## config.mk

```make
export PLATFORM = sky130hd
export DESIGN_NAME = fifo_rd_fwft
export DESIGN_NICKNAME = d
export VERILOG_FILES = /design/src/rtl/fifo_rd_fwft.sv
export SDC_FILE = /design/constraint.sdc
export NUM_CORES = 1
export LEC_CHECK = 0
export CELL_PAD_IN_SITES_DETAIL_PLACEMENT = 0
export CELL_PAD_IN_SITES_GLOBAL_PLACEMENT = 1
export CORE_UTILIZATION = 38
export CTS_BUF_LIST = sky130_fd_sc_hd__clkbuf_8
export DETAILED_ROUTE_END_ITERATION = 10
export PLACE_DENSITY = 0.95
export SYNTH_ARGS = -nofsm -noshare
export SYNTH_HDL_FRONTEND = slang
export SYNTH_SLANG_ARGS = --single-unit
```

## constraint.sdc

```tcl
create_clock -name rclk -period 7.6 [get_ports rclk]
set_input_delay 1.52 -clock rclk [delete_from_list [all_inputs] [get_ports rclk]]
set_output_delay 1.52 -clock rclk [all_outputs]
set_load 0.02 [all_outputs]
```

## src/rtl/fifo_rd_fwft.sv

```systemverilog
// Read-side controller for the async FIFO: owns the read pointer and empty flag,
// and presents memory data through a first-word-fall-through output register.
module fifo_rd_fwft #(
    parameter int DATASIZE = 32,
    parameter int ADDRSIZE = 8
) (
    input  logic                rclk,
    input  logic                rrst_n,
    input  logic [ADDRSIZE:0]   rq2_wptr,
    input  logic [DATASIZE-1:0] rdata_mem,
    output logic [ADDRSIZE-1:0] raddr,
    output logic [ADDRSIZE:0]   rptr,
    output logic                rempty,
    output logic [DATASIZE-1:0] dout,
    output logic                dout_valid,
    input  logic                dout_ready,
    output logic [ADDRSIZE:0]   rcount
);

    logic [ADDRSIZE:0]   rbin_q, rbin_d;
    logic [ADDRSIZE:0]   rptr_q, rptr_d;
    logic                rempty_q, rempty_d;
    logic [DATASIZE-1:0] dout_q, dout_d;
    logic                dout_valid_q, dout_valid_d;
    logic                fill;
    logic [ADDRSIZE:0]   wbin;

    // A word moves into the output register whenever memory has one and the
    // register is free or being drained on this same edge.
    assign fill = !rempty_q && (!dout_valid_q || dout_ready);

    always_comb begin
        rbin_d       = rbin_q + {{ADDRSIZE{1'b0}}, fill};
        rptr_d       = rbin_d ^ (rbin_d >> 1);
        rempty_d     = (rptr_d == rq2_wptr);
        dout_d       = dout_q;
        dout_valid_d = dout_valid_q;
        if (fill) begin
            dout_d       = rdata_mem;
            dout_valid_d = 1'b1;
        end else if (dout_ready) begin
            dout_valid_d = 1'b0;
        end
    end

    always_ff @(posedge rclk or negedge rrst_n) begin
        if (!rrst_n) begin
            rbin_q       <= '0;
            rptr_q       <= '0;
            rempty_q     <= 1'b1;
            dout_q       <= '0;
            dout_valid_q <= 1'b0;
        end else begin
            rbin_q       <= rbin_d;
            rptr_q       <= rptr_d;
            rempty_q     <= rempty_d;
            dout_q       <= dout_d;
            dout_valid_q <= dout_valid_d;
        end
    end

    // Gray-to-binary: each binary bit is the XOR of all Gray bits at or above it.
    always_comb begin
        wbin = '0;
        for (int unsigned i = 0; i <= ADDRSIZE; i++) begin
            wbin[i] = ^(rq2_wptr >> i);
        end
    end

    assign raddr      = rbin_q[ADDRSIZE-1:0];
    assign rptr       = rptr_q;
    assign rempty     = rempty_q;
    assign dout       = dout_q;
    assign dout_valid = dout_valid_q;
    assign rcount     = (wbin - rbin_q) + {{ADDRSIZE{1'b0}}, dout_valid_q};

endmodule
```

# After elaboration in Yosys (flattened, before gate mapping)
# Cells that the tools add are included.
# totals
regBits	52
output_inout_bits	60
inputBits	44
# classes
muxes	2
addsub	3
eq_ne	1
reduce_logical	14
bitwise_logic	1
# op_table
op	count
XOR reduction 9 bit	9
adder 9 x 1 -> 9 bit	2
equality test 9 bit	1
subtractor 9 bit	1
XOR 9 x 8 -> 9 bit	1
zero test 1 bit	2
two-way mux 1 bit	2
nonzero test 2 bit	1
logical AND 1 bit	1
logical OR 1 bit	1

# Depth between registers and ports, before layout
# logic_depth
ltp_word	6
depth_mapped	18

# Worst setup path before layout
# Ideal clock, no wire load.
# synth_path
path_type	input to output
from	input port rq2_wptr[8]
to	output port rcount[6]
path_buffers	1
t_arrival_ps	4917
stages	18
slack_ps	1163
t_required_ps	6080
path_cell_list	buf_6 > xor3_1 > xor2_2 > xnor2_2 > xor2_2 > xnor3_1 > xnor2_1 > ha_1 > inv_1 > ha_1 > inv_1 > fa_1 > nor2b_1 > o21ai_0 > a21boi_0 > o21ai_0 > nor2b_1 > xnor2_1
# synth_between
elab_chain_len	3
elab_cells_between_ends	9
cone_classes	2 x add/sub; 7 x reduce/logical
# synth_lines
element	line_no	source
start, declared	9	input logic [ADDRSIZE:0] rq2_wptr,
XOR reduction 9 bit	66	wbin[i] = ^(rq2_wptr >> i);
subtractor 9 bit (*)	75	assign rcount = (wbin - rbin_q) + {{ADDRSIZE{1'b0}}, dout_valid_q};
adder 9 x 1 -> 9 bit (*)	75	
end, declared	17	output logic [ADDRSIZE:0] rcount
# Every way passes the cells marked *; elsewhere a longest branch is shown, timed or not.

# Final worst setup path
# layout_path
from	input port rq2_wptr[6]
to	output port rcount[8]
# The elaborated chain is that of the path after synthesis.

==> impl_metrics.env <==
export IMPL_outcome="finished, final reports clean"
export IMPL_drv_slew=0
export IMPL_syn_cell_area_sq_um=2680
export IMPL_io_pins=104
export IMPL_dpl_worst_slack_ns=-0.0267
export IMPL_cp_slowest_cell="clkdlybuf4s50_1"
export IMPL_final_period_utilization=0.953
export IMPL_grt_pass1_vias=1949
export IMPL_cp_slowest_stage_delay_ns=0.49
export IMPL_fin_util=0.580
export IMPL_hold_path_class="register to register"
export IMPL_synth_edff_count=0
export IMPL_drive_above_1_share=0.167
export IMPL_crit_path_cell_trace="clkdlybuf4s50_1 -> xor3_1 -> xor2_2 -> xnor2_2 -> xor2_2 -> xnor3_1 -> xnor2_1 -> ha_1 -> inv_1 -> ha_1 -> inv_1 -> fa_1 -> nor2b_1 -> o21ai_0 -> a21boi_1 -> o21ai_0 -> a21oi_1 -> xnor2_1 -> dlygate4sd2_1"
export IMPL_antenna_found_initial=0
export IMPL_grt_pass1_wl_microns=9160
export IMPL_netlist_area_leader_share=0.468
export IMPL_layout_nets=379
export IMPL_syn_avg_cell_area_sq_um=12.8
export IMPL_root_buffer="clkbuf_8"
export IMPL_netlist_top_cells_count="50 x dfrtp_1, 32 x mux2_2, 22 x inv_1"
export IMPL_dr_pass1_iters=4
export IMPL_path_class="input port to output pin"
export IMPL_total_power_w=0.00160
export IMPL_via_count=1876
export IMPL_cp_start_kind="input port"
export IMPL_max_freq_mhz=138
export IMPL_rsz0062_at_grt="false"
export IMPL_initial_core_util=0.394
export IMPL_yosysSeqAreaShare=0.477
export IMPL_yosysWarnings=0
export IMPL_synth_fp_nets=272
export IMPL_finClkSkew_ns=0.00482
export IMPL_diodes=0
export IMPL_place_gp_congestion=0.813
export IMPL_grt_start_max_net_pins=52
export IMPL_htreeDepth=2
export IMPL_required_ns=6.08
export IMPL_ant_nets=0
export IMPL_critical_path_max_fanout=3
export IMPL_synth_area_top_cells="dfrtp_1 47%, mux2_2 13%, ha_1 8.4%, xnor2_1 6.2%, xor2_1 4.3%"
export IMPL_synth_async_reset_ratio=1.00
export IMPL_die_h_microns=85.9
export IMPL_rows=30
export IMPL_hold_ws_ns=0.496
export IMPL_portBuffers=103
export IMPL_syn_to_final_growth_pct=47.1
export IMPL_die_area_sq_um=7380
export IMPL_cap_violations=0
export IMPL_leakagePower_nw=1.71
export IMPL_routedWlPerCell_microns=13.7
export IMPL_numCtsBuffers=5
export IMPL_ys_ff_latch=51
export IMPL_slew_headroom=0.251
export IMPL_power_density_nw_per_um2=405
export IMPL_clk_pin_slew_ns=0.09
export IMPL_crit_arrival_ns=5.72
export IMPL_core_sq_um=6790
export IMPL_ys_types=36
export IMPL_hpwlAfterDp_microns=4450
export IMPL_synth_flop_cell="dfrtp_1"
export IMPL_tightest_slew_ns=1.12
export IMPL_critPathCaptureType="output pin"
export IMPL_drc=0
export IMPL_routed_wl_microns=5670
export IMPL_yosys_area_top_type="dfrtp_1"
export IMPL_clock_latency_ns=0.30
export IMPL_finalCriticalPeriod_ns=7.24
export IMPL_hold_viol=0
export IMPL_grtUsageTotal=0.158
export IMPL_finalWorstSetupSlack_ns=0.359
export IMPL_syn_instance_count=209
export IMPL_setup_viol=0
export IMPL_grt_overflow_total=0
export IMPL_cts_tree="yes"
export IMPL_numClockSinks=51
export IMPL_first_iter_violations=38
export IMPL_cts_buffer_depth=2
export IMPL_die_x_microns=85.9
export IMPL_synth_most_common_cell="dfrtp_1"
export IMPL_vdd_drop_max_mv=0.402
export IMPL_via_per_inst=4.54
[cells in the final DEF, fill, tap and decap left out, types with 3 or more instances in the layout]
cell type        synthesis  final
dfrtp_1                 50     50
o21ai_0                  3      3
or3_1                    3      3
a21oi_1                  4      3
nor2_1                   6      6
clkbuf_8                 0      6
ha_1                    18     18
inv_1                   22     22
xor2_1                  13     13
xor2_2                   3      3
nand3_1                  4      4
mux2_2                  32     32
xnor2_1                 19     19
clkdlybuf4s50_1          0    100
[metrics by stage]
stage	cells	instance area (sq um)	setup TNS, ns
final	413	3940	0
after global routing	413	3940	0
after CTS	413	3940	0
after detailed placement	405	3820	-0.0427
after global placement	405	3820	0
after floorplan	209	2680	0
[cells by family after synthesis]
| kind of cell | after synthesis | synth area share |
|---|---|---|
| flops | 51 | 0.477 |
| xor+xnor | 40 | 0.161 |
| mux | 33 | 0.138 |
| buf+inv | 27 | 0.0458 |
| simple gates | 26 | 0.0528 |
| fa+ha+maj | 19 | 0.0916 |
| compound gates | 13 | 0.0332 |
[worst max-delay path, delay by kind of cell]
family | cells | cell delay [ns]
xor+xnor | 7 | 1.67
compound gates | 4 | 0.63
fa+ha+maj | 3 | 0.82
simple gates | 1 | 0.11
buf+inv | 4 | 0.95
[per-layer routing]
metal / global-route usage / share of wire
met1: 0.195 / 0.43
met2: 0.278 / 0.50
met3: 0.0289 / 0.058
met4: 0.0561 / 0.020
met5: 0 / 0
[power breakdown]
| group | total [W] | switching (W) | internal [W] |
|---|---|---|---|
| Sequential | 0.000378 | 0.0000468 | 0.000331 |
| Combinational | 0.00102 | 0.000514 | 0.000506 |
| Clock | 0.000197 | 0.0000885 | 0.000108 |
| Total | 0.00160 | 0.000649 | 0.000946 |
[flip-flops by register name, summed over array words and instances (netlist names)]
name,cells
rempty,1
dout,32
rptr,8
rbin_q,9
dout_valid,1
[layout make-up]
cell class	instances	area (sq um)
Clock buffer	6	82.6
Clock inverter	2	38.8
Fill cell	606	2860
Inverter	23	100
Multi-Input combinational cell	131	1290
Sequential cell	51	1280
Tap cell	96	120
Timing Repair Buffer	104	1030
[path summary, 6_finish.rpt]
kind / start / endpoint / slack [ns] / depth (start not counted)
worst min-delay path: rempty / dout_valid / 0.50 / 1
worst max register to register: dout_valid / rempty / 3.95 / 9
max in group asynchronous: rrst_n / rbin_q[3] / 5.49 / 1
min in group asynchronous: rrst_n / dout[3] / 1.44 / 1
worst max-delay path: rq2_wptr[6] / rcount[8] / 0.36 / 19
worst min register to register: rempty / dout_valid / 0.50 / 1
[timing repair]
item	4_1_cts	5_1_grt
setup buffers	0	0
gates cloned	0	0
hold buffers	0	0
resized for setup	2	1
pin swaps	0	0
endpoints found under the setup margin	2	2
Power figures use the tool's default switching activity.
